<file path="src/rtl/counter_gen_pkg.sv">
// Shared types and window constants for the counter_gen status-strobe sequencer.
// Each window is an inclusive [LO, HI] range of the 16-phase counter during
// which the named strobe is high.
package counter_gen_pkg;

  typedef logic [3:0] phase_t;

  // Registered strobe image; one field per output port.
  typedef struct packed {
    // group 1
    logic rt1;
    logic rdy1;
    logic start1;
    logic endd1;
    logic help1;
    // group 2
    logic er2;
    // group 3
    logic er3;
    logic rdy3;
    // group 4
    logic rdy4;
    logic start4;
    // group 5
    logic endd5;
    logic stop5;
    logic er5;
    logic rdy5;
    logic start5;
    // group 6
    logic endd6;
    logic stop6;
    logic er6;
    logic rdy6;
    // group 7
    logic endd7;
    logic start7;
    logic status_valid7;
    logic instartsv7;
    // group 8
    logic rt8;
    logic enable8;
    // group 9
    logic rdy9;
    logic start9;
    logic interrupt9;
    // group 10
    logic ack10;
    logic req10;
  } status_t;

  // Group 1: rt1/help1 overlap only in phases where rdy1/start1/endd1 are idle.
  localparam phase_t RDY1_LO   = 4'd1;
  localparam phase_t RDY1_HI   = 4'd1;
  localparam phase_t START1_LO = 4'd2;
  localparam phase_t START1_HI = 4'd2;
  localparam phase_t ENDD1_LO  = 4'd5;
  localparam phase_t ENDD1_HI  = 4'd5;
  localparam phase_t HELP1A_LO = 4'd4;
  localparam phase_t HELP1A_HI = 4'd7;
  localparam phase_t HELP1B_LO = 4'd12;
  localparam phase_t HELP1B_HI = 4'd15;
  localparam phase_t RT1_LO    = 4'd8;
  localparam phase_t RT1_HI    = 4'd15;

  // Group 2: er2 lasts exactly three cycles.
  localparam phase_t ER2_LO = 4'd4;
  localparam phase_t ER2_HI = 4'd6;

  // Group 3: er3 and rdy3 overlap in a single phase only.
  localparam phase_t ER3_LO  = 4'd2;
  localparam phase_t ER3_HI  = 4'd5;
  localparam phase_t RDY3_LO = 4'd5;
  localparam phase_t RDY3_HI = 4'd7;

  // Group 4: rdy4 nested inside start4.
  localparam phase_t START4_LO = 4'd8;
  localparam phase_t START4_HI = 4'd9;
  localparam phase_t RDY4_LO   = 4'd9;
  localparam phase_t RDY4_HI   = 4'd9;

  // Group 5: rdy5 stays away from the cycle after any termination strobe.
  localparam phase_t START5_LO = 4'd1;
  localparam phase_t START5_HI = 4'd1;
  localparam phase_t RDY5_LO   = 4'd2;
  localparam phase_t RDY5_HI   = 4'd3;
  localparam phase_t ENDD5_LO  = 4'd6;
  localparam phase_t ENDD5_HI  = 4'd6;
  localparam phase_t STOP5_LO  = 4'd10;
  localparam phase_t STOP5_HI  = 4'd10;
  localparam phase_t ER5_LO    = 4'd13;
  localparam phase_t ER5_HI    = 4'd13;

  // Group 6: every termination strobe sits inside the rdy6 window.
  localparam phase_t RDY6_LO  = 4'd4;
  localparam phase_t RDY6_HI  = 4'd11;
  localparam phase_t ENDD6_LO = 4'd6;
  localparam phase_t ENDD6_HI = 4'd6;
  localparam phase_t STOP6_LO = 4'd8;
  localparam phase_t STOP6_HI = 4'd8;
  localparam phase_t ER6_LO   = 4'd10;
  localparam phase_t ER6_HI   = 4'd10;

  // Group 7: endd7 is disjoint from start7 and status_valid7.
  localparam phase_t START7_LO = 4'd1;
  localparam phase_t START7_HI = 4'd1;
  localparam phase_t SV7_LO    = 4'd2;
  localparam phase_t SV7_HI    = 4'd4;
  localparam phase_t ISSV7_LO  = 4'd1;
  localparam phase_t ISSV7_HI  = 4'd4;
  localparam phase_t ENDD7_LO  = 4'd7;
  localparam phase_t ENDD7_HI  = 4'd7;

  // Group 8: enable8 begins three phases after rt8.
  localparam phase_t RT8_LO     = 4'd3;
  localparam phase_t RT8_HI     = 4'd3;
  localparam phase_t ENABLE8_LO = 4'd6;
  localparam phase_t ENABLE8_HI = 4'd9;

  // Group 9: the phase after interrupt9 is quiet.
  localparam phase_t START9_LO = 4'd1;
  localparam phase_t START9_HI = 4'd1;
  localparam phase_t RDY9_LO   = 4'd2;
  localparam phase_t RDY9_HI   = 4'd5;
  localparam phase_t INT9_LO   = 4'd12;
  localparam phase_t INT9_HI   = 4'd12;

  // Group 10: ack10 trails req10 by five phases.
  localparam phase_t REQ10_LO = 4'd2;
  localparam phase_t REQ10_HI = 4'd2;
  localparam phase_t ACK10_LO = 4'd7;
  localparam phase_t ACK10_HI = 4'd7;

endpackage

</file>
<file path="src/rtl/phase_window.sv">
// Combinational phase-window decoder: in_win is high when LO <= phase <= HI.
module phase_window
  import counter_gen_pkg::*;
#(
  parameter phase_t LO = 4'd0,
  parameter phase_t HI = 4'd0
) (
  input  logic [3:0] phase,
  output logic       in_win
);

  // Offset-from-LO form: a single unsigned compare that stays meaningful for
  // windows touching either end of the range (no constant-true comparisons).
  localparam phase_t SPAN = HI - LO;

  phase_t offset;

  // Range check relative to the window start.
  always_comb begin
    offset = phase - LO;
    in_win = (offset <= SPAN);
  end

endmodule

</file>
<file path="src/rtl/counter_gen.sv">
// counter_gen: free-running 16-phase sequencer driving ten groups of status
// strobes. Every strobe is registered and equals the window decode of the
// current phase, because it is loaded from the decode of the next phase.
module counter_gen
  import counter_gen_pkg::*;
(
  input  logic clk,
  input  logic rst,
  output logic rt1,
  output logic rdy1,
  output logic start1,
  output logic endd1,
  output logic help1,
  output logic er2,
  output logic er3,
  output logic rdy3,
  output logic rdy4,
  output logic start4,
  output logic endd5,
  output logic stop5,
  output logic er5,
  output logic rdy5,
  output logic start5,
  output logic endd6,
  output logic stop6,
  output logic er6,
  output logic rdy6,
  output logic endd7,
  output logic start7,
  output logic status_valid7,
  output logic instartsv7,
  output logic rt8,
  output logic enable8,
  output logic rdy9,
  output logic start9,
  output logic interrupt9,
  output logic ack10,
  output logic req10
);

  phase_t  phase;
  phase_t  next_phase;
  status_t dec;
  status_t status_q;
  logic    help1_a;
  logic    help1_b;

  // Next phase wraps 15 -> 0 through natural 4-bit overflow.
  always_comb begin
    next_phase = phase + phase_t'(1);
  end

  // ---------------------------------------------------------------- group 1
  phase_window #(.LO(RDY1_LO),   .HI(RDY1_HI))   u_rdy1   (.phase(next_phase), .in_win(dec.rdy1));
  phase_window #(.LO(START1_LO), .HI(START1_HI)) u_start1 (.phase(next_phase), .in_win(dec.start1));
  phase_window #(.LO(ENDD1_LO),  .HI(ENDD1_HI))  u_endd1  (.phase(next_phase), .in_win(dec.endd1));
  phase_window #(.LO(HELP1A_LO), .HI(HELP1A_HI)) u_help1a (.phase(next_phase), .in_win(help1_a));
  phase_window #(.LO(HELP1B_LO), .HI(HELP1B_HI)) u_help1b (.phase(next_phase), .in_win(help1_b));
  phase_window #(.LO(RT1_LO),    .HI(RT1_HI))    u_rt1    (.phase(next_phase), .in_win(dec.rt1));

  // help1 has two disjoint windows.
  always_comb begin
    dec.help1 = help1_a | help1_b;
  end

  // ---------------------------------------------------------------- group 2
  phase_window #(.LO(ER2_LO), .HI(ER2_HI)) u_er2 (.phase(next_phase), .in_win(dec.er2));

  // ---------------------------------------------------------------- group 3
  phase_window #(.LO(ER3_LO),  .HI(ER3_HI))  u_er3  (.phase(next_phase), .in_win(dec.er3));
  phase_window #(.LO(RDY3_LO), .HI(RDY3_HI)) u_rdy3 (.phase(next_phase), .in_win(dec.rdy3));

  // ---------------------------------------------------------------- group 4
  phase_window #(.LO(RDY4_LO),   .HI(RDY4_HI))   u_rdy4   (.phase(next_phase), .in_win(dec.rdy4));
  phase_window #(.LO(START4_LO), .HI(START4_HI)) u_start4 (.phase(next_phase), .in_win(dec.start4));

  // ---------------------------------------------------------------- group 5
  phase_window #(.LO(ENDD5_LO),  .HI(ENDD5_HI))  u_endd5  (.phase(next_phase), .in_win(dec.endd5));
  phase_window #(.LO(STOP5_LO),  .HI(STOP5_HI))  u_stop5  (.phase(next_phase), .in_win(dec.stop5));
  phase_window #(.LO(ER5_LO),    .HI(ER5_HI))    u_er5    (.phase(next_phase), .in_win(dec.er5));
  phase_window #(.LO(RDY5_LO),   .HI(RDY5_HI))   u_rdy5   (.phase(next_phase), .in_win(dec.rdy5));
  phase_window #(.LO(START5_LO), .HI(START5_HI)) u_start5 (.phase(next_phase), .in_win(dec.start5));

  // ---------------------------------------------------------------- group 6
  phase_window #(.LO(ENDD6_LO), .HI(ENDD6_HI)) u_endd6 (.phase(next_phase), .in_win(dec.endd6));
  phase_window #(.LO(STOP6_LO), .HI(STOP6_HI)) u_stop6 (.phase(next_phase), .in_win(dec.stop6));
  phase_window #(.LO(ER6_LO),   .HI(ER6_HI))   u_er6   (.phase(next_phase), .in_win(dec.er6));
  phase_window #(.LO(RDY6_LO),  .HI(RDY6_HI))  u_rdy6  (.phase(next_phase), .in_win(dec.rdy6));

  // ---------------------------------------------------------------- group 7
  phase_window #(.LO(ENDD7_LO),  .HI(ENDD7_HI))  u_endd7  (.phase(next_phase), .in_win(dec.endd7));
  phase_window #(.LO(START7_LO), .HI(START7_HI)) u_start7 (.phase(next_phase), .in_win(dec.start7));
  phase_window #(.LO(SV7_LO),    .HI(SV7_HI))    u_sv7    (.phase(next_phase), .in_win(dec.status_valid7));
  phase_window #(.LO(ISSV7_LO),  .HI(ISSV7_HI))  u_issv7  (.phase(next_phase), .in_win(dec.instartsv7));

  // ---------------------------------------------------------------- group 8
  phase_window #(.LO(RT8_LO),     .HI(RT8_HI))     u_rt8     (.phase(next_phase), .in_win(dec.rt8));
  phase_window #(.LO(ENABLE8_LO), .HI(ENABLE8_HI)) u_enable8 (.phase(next_phase), .in_win(dec.enable8));

  // ---------------------------------------------------------------- group 9
  phase_window #(.LO(RDY9_LO),   .HI(RDY9_HI))   u_rdy9   (.phase(next_phase), .in_win(dec.rdy9));
  phase_window #(.LO(START9_LO), .HI(START9_HI)) u_start9 (.phase(next_phase), .in_win(dec.start9));
  phase_window #(.LO(INT9_LO),   .HI(INT9_HI))   u_int9   (.phase(next_phase), .in_win(dec.interrupt9));

  // --------------------------------------------------------------- group 10
  phase_window #(.LO(ACK10_LO), .HI(ACK10_HI)) u_ack10 (.phase(next_phase), .in_win(dec.ack10));
  phase_window #(.LO(REQ10_LO), .HI(REQ10_HI)) u_req10 (.phase(next_phase), .in_win(dec.req10));

  // Phase counter and strobe registers; reset restarts the schedule at phase 0.
  // NOTE: sequential state uses non-blocking assignments so every register
  // samples pre-edge values; the reset here is synchronous, so rst only acts
  // on a rising clk edge and is deliberately absent from the sensitivity list.
  always_ff @(posedge clk) begin
    if (!rst) begin
      phase    <= '0;
      status_q <= '0;
    end else begin
      phase    <= next_phase;
      status_q <= dec;
    end
  end

  // Fan the registered image out to the individual ports.
  always_comb begin
    rt1           = status_q.rt1;
    rdy1          = status_q.rdy1;
    start1        = status_q.start1;
    endd1         = status_q.endd1;
    help1         = status_q.help1;
    er2           = status_q.er2;
    er3           = status_q.er3;
    rdy3          = status_q.rdy3;
    rdy4          = status_q.rdy4;
    start4        = status_q.start4;
    endd5         = status_q.endd5;
    stop5         = status_q.stop5;
    er5           = status_q.er5;
    rdy5          = status_q.rdy5;
    start5        = status_q.start5;
    endd6         = status_q.endd6;
    stop6         = status_q.stop6;
    er6           = status_q.er6;
    rdy6          = status_q.rdy6;
    endd7         = status_q.endd7;
    start7        = status_q.start7;
    status_valid7 = status_q.status_valid7;
    instartsv7    = status_q.instartsv7;
    rt8           = status_q.rt8;
    enable8       = status_q.enable8;
    rdy9          = status_q.rdy9;
    start9        = status_q.start9;
    interrupt9    = status_q.interrupt9;
    ack10         = status_q.ack10;
    req10         = status_q.req10;
  end

endmodule

</file>
<file path="config.mk">
export PLATFORM = sky130hd
export DESIGN_NAME = counter_gen
export DESIGN_NICKNAME = d
export VERILOG_FILES = /design/src/rtl/counter_gen_pkg.sv /design/src/rtl/phase_window.sv /design/src/rtl/counter_gen.sv
export SDC_FILE = /design/constraint.sdc
export NUM_CORES = 1
export LEC_CHECK = 0
export CAP_MARGIN = 30
export CORE_ASPECT_RATIO = 1.75
export CORE_MARGIN = 3
export CORE_UTILIZATION = 43
export DETAILED_ROUTE_END_ITERATION = 8
export PLACE_DENSITY = 0.79
export RECOVER_POWER = 100
export SYNTH_ARGS = -nofsm -noshare
export SYNTH_HDL_FRONTEND = slang
export SYNTH_SLANG_ARGS = --single-unit
</file>
<file path="constraint.sdc">
create_clock -name clk -period 2.6 [get_ports clk]
set_clock_uncertainty 0.15 [all_clocks]
set_input_delay 0.78 -clock clk [delete_from_list [all_inputs] [get_ports clk]]
set_output_delay 0.78 -clock clk [all_outputs]
set_load 0.02 [all_outputs]
</file>
==> results.toml, run 1 <==
[worst_setup_path]
rr_worst_depth = 8
worstPathArrival_ps = 2490
cp.required_ps = 2660
crit_start = "phase[0]"
critical_path.max_fanout = 7
cp_common_cell = "ha_1"
start_kind = "register"
reg2reg_from = "phase[0]"
crit_end = "er5"
path_cells = "ha_1 > xor2_1 > buf_4 > ha_1 > a21bo_2 > a31oi_1 > xnor2_1 > nor2b_1"
crit_slowest_cell = "dfxtp_1"
path_class = "reg2reg"
slowest_delay_ps = 430
endpoint_kind = "register"
cp_top_family = "adder cells"
reg2reg_to = "er5"
r2r_setup_slack_ps = 180
path_depth = 8
path_buf_inv = 1

[floorplan]
initial_core_util = 0.469
fp.dieW_um = 46.1
die_area_mm2 = 0.00351
rows = 24
core_mm2 = 0.00258
ios = 32
die_h_um = 76.2

[grt]
antenna_found_initial = 0
grt_pass1_wl_mm = 3.91
first_global_vias = 851
grt_use_total = 0.151
grt-ovfl-total = 0
grt_start_max_net_pins = 15

[cells_and_area]
nFillCells = 204
largest_reg_flops = 4
areaGrowthSynthToFinish_pct = 27.3
drive_gt1_frac = 0.100
finalInstanceArea_mm2 = 0.00154
top_register = "phase"
num_antenna_cells = 0
fin_nets = 157

[yosys]
synth_ff_type = "dfxtp_1"
netlist_area_mm2 = 0.00121
synth_edf_count = 0
yosys.area.top_type = "dfxtp_1"
postSynthCellCount = 113
synth_cell_types = 34
async_flop_share = 0
synth_warnings = 0
yosysMostFrequentCell = "dfxtp_1"
synth.top_cells.by_area = "dfxtp_1 43%, ha_1 14%, buf_4 5.0%"
ys_ff_latch = 26
syn_nets = 129
postSynthAreaPerCell_um2 = 10.7
synth_seq_area_share = 0.430
synth_top_cell_area_share = 0.430
yosys-top-cells-count = "26 x dfxtp_1, 14 x ha_1, 8 x buf_4, 7 x and2_1, 6 x inv_1"

[timing]
tns_ps = 0
rsz0062_at_grt = "no"
worst_pin_slew_ps = 443
fin_crit_sh = 0.931
hold_viol_final = 0
setup-violations-final = 0
fmax_mhz = 413
fin_crit_ps = 2420
fin_ws_ps = 178
max_slew_margin = 0.704
slew_violations = 0
holdWs_ps = 462

[cts]
path_clk_slew_ps = 90
root_buffer = "clkbuf_8"
clk_path_buf_depth = 2
cts_tree = "built"
clkLatencyLatePin_ps = 270
cts_setup_buffers = 0
cts.htree.levels = 1
clock-sinks = 26
cts_made_buffers = 3

[pwr]
ir_worst_vdd_uv = 250
power.total_w = 0.000894
power_density_mw_per_mm2 = 580
leakagePower_nw = 0.728

[route]
detail_route.wirelength_mm = 2.34
dr.pass1.iters = 3
via_count = 850
vias_per_cell = 5.12
wire_per_inst_um = 14.1
drtIter0Drc = 16
postRouteAntennaNets = 0
drc = 0

[placement]
gp_congestion = 0.859
post-place-ws_ps = 177
dpl-instance-area_mm2 = 0.00151
dp_hpwl_mm = 1.79
numPortBuffers = 31

[outcome]
status = "finished, final reports clean"

[hold_path]
hold_class = "reg2reg"

[flow_run]
maxCapViolations = 0
## worst min-delay path by stage
| stage | from | depth (start not counted) | endpoint |
|---|---|---|---|
| 6_report | phase[0] | 1 | phase[0] |
| 5_1_grt | phase[0] | 1 | phase[0] |
| 4_1_cts | phase[0] | 1 | phase[0] |
| 3_5_place_dp | phase[0] | 1 | phase[0] |
| 3_3_place_gp | phase[0] | 1 | phase[0] |
| 2_1_floorplan | phase[2] | 2 | rdy4 |
## what timing repair did
action                                  CTS  global route
endpoints found under the setup margin    0             2
endpoints found under the hold margin     0             0
resized for setup                         0             1
hold buffers                              0             0
## where the power goes
part | switching [W] | total [W] | internal, W
clock | 0.000122 | 0.000257 | 0.000135
sequential | 0.00000990 | 0.000429 | 0.000419
combinational | 0.000117 | 0.000208 | 0.0000907
total | 0.000249 | 0.000894 | 0.000645
## placed cells by master, fill, tap and decap left out, drive strengths merged
cell type,synthesis,final
nand3b,2,2
a21bo,1,1
nand3,6,6
nor2,3,3
nor3,3,3
nand2,3,3
mux2i,1,1
ha,14,14
o21a,2,2
xor2,1,1
xnor2,5,5
dfxtp,26,26
nor2b,2,2
a311oi,1,1
and3,4,4
a32oi,1,1
o21ba,1,1
and2b,2,2
nand2b,1,1
a21oi,1,1
a21boi,1,1
a31oi,1,1
a221oi,1,1
dlygate4sd3,0,31
nor3b,3,3
inv,6,6
and2,7,7
o211ai,1,1
o211a,1,1
clkbuf,2,5
buf,10,3
## cell families after synthesis
group / after synthesis / synth area share
and+or+nand+nor: 36 / 0.190
DFF: 26 / 0.430
buffers and inverters: 18 / 0.0826
adders and majority gates: 14 / 0.145
AOI/OAI and AO/OA: 12 / 0.0857
xor gates and xnor gates: 6 / 0.0589
muxes: 1 / 0.00826
## area by class of cell
cell class | instances | area [µm²] | share of cell area
timing repair buffer | 35 | 337 | 0.218
inverter | 6 | 22.5 | 0.0146
tap | 26 | 32.5 | 0.0211
multi-input combinational | 69 | 573 | 0.372
sequential | 26 | 522 | 0.338
clock buffer | 4 | 55.1 | 0.0357
## per-stage QoR
| step | util | std cells |
|---|---|---|
| 2_1_floorplan | - | 113 |
| 3_3_place_gp | 0.583 | 162 |
| 3_5_place_dp | 0.583 | 162 |
| 4_1_cts | 0.605 | 166 |
| 5_1_grt | 0.597 | 166 |
| 6_report | 0.597 | 166 |
## metal layers
| metal | wire length, µm | GRT usage | up-vias |
|---|---|---|---|
| met2 | 1280 | 0.272 | 30 |
| li1 | - | - | 423 |
| met4 | 86 | 0.0798 | 0 |
| met3 | 98 | 0.0142 | 9 |
| met1 | 869 | 0.155 | 388 |
| met5 | 0 | 0 | - |
No activity file was read; power rests on OpenSTA's default activity.
==> run 2, diff against run 1 <==
--- a/config.mk
+++ b/config.mk
@@ -9,6 +9,7 @@
 export CORE_ASPECT_RATIO = 1.75
 export CORE_MARGIN = 3
 export CORE_UTILIZATION = 43
+export CTS_CLUSTER_SIZE = 25
 export DETAILED_ROUTE_END_ITERATION = 8
 export PLACE_DENSITY = 0.79
 export RECOVER_POWER = 100
==> results of run 2 <==
Final layout, timing and power as in run 1 (identical DEF).
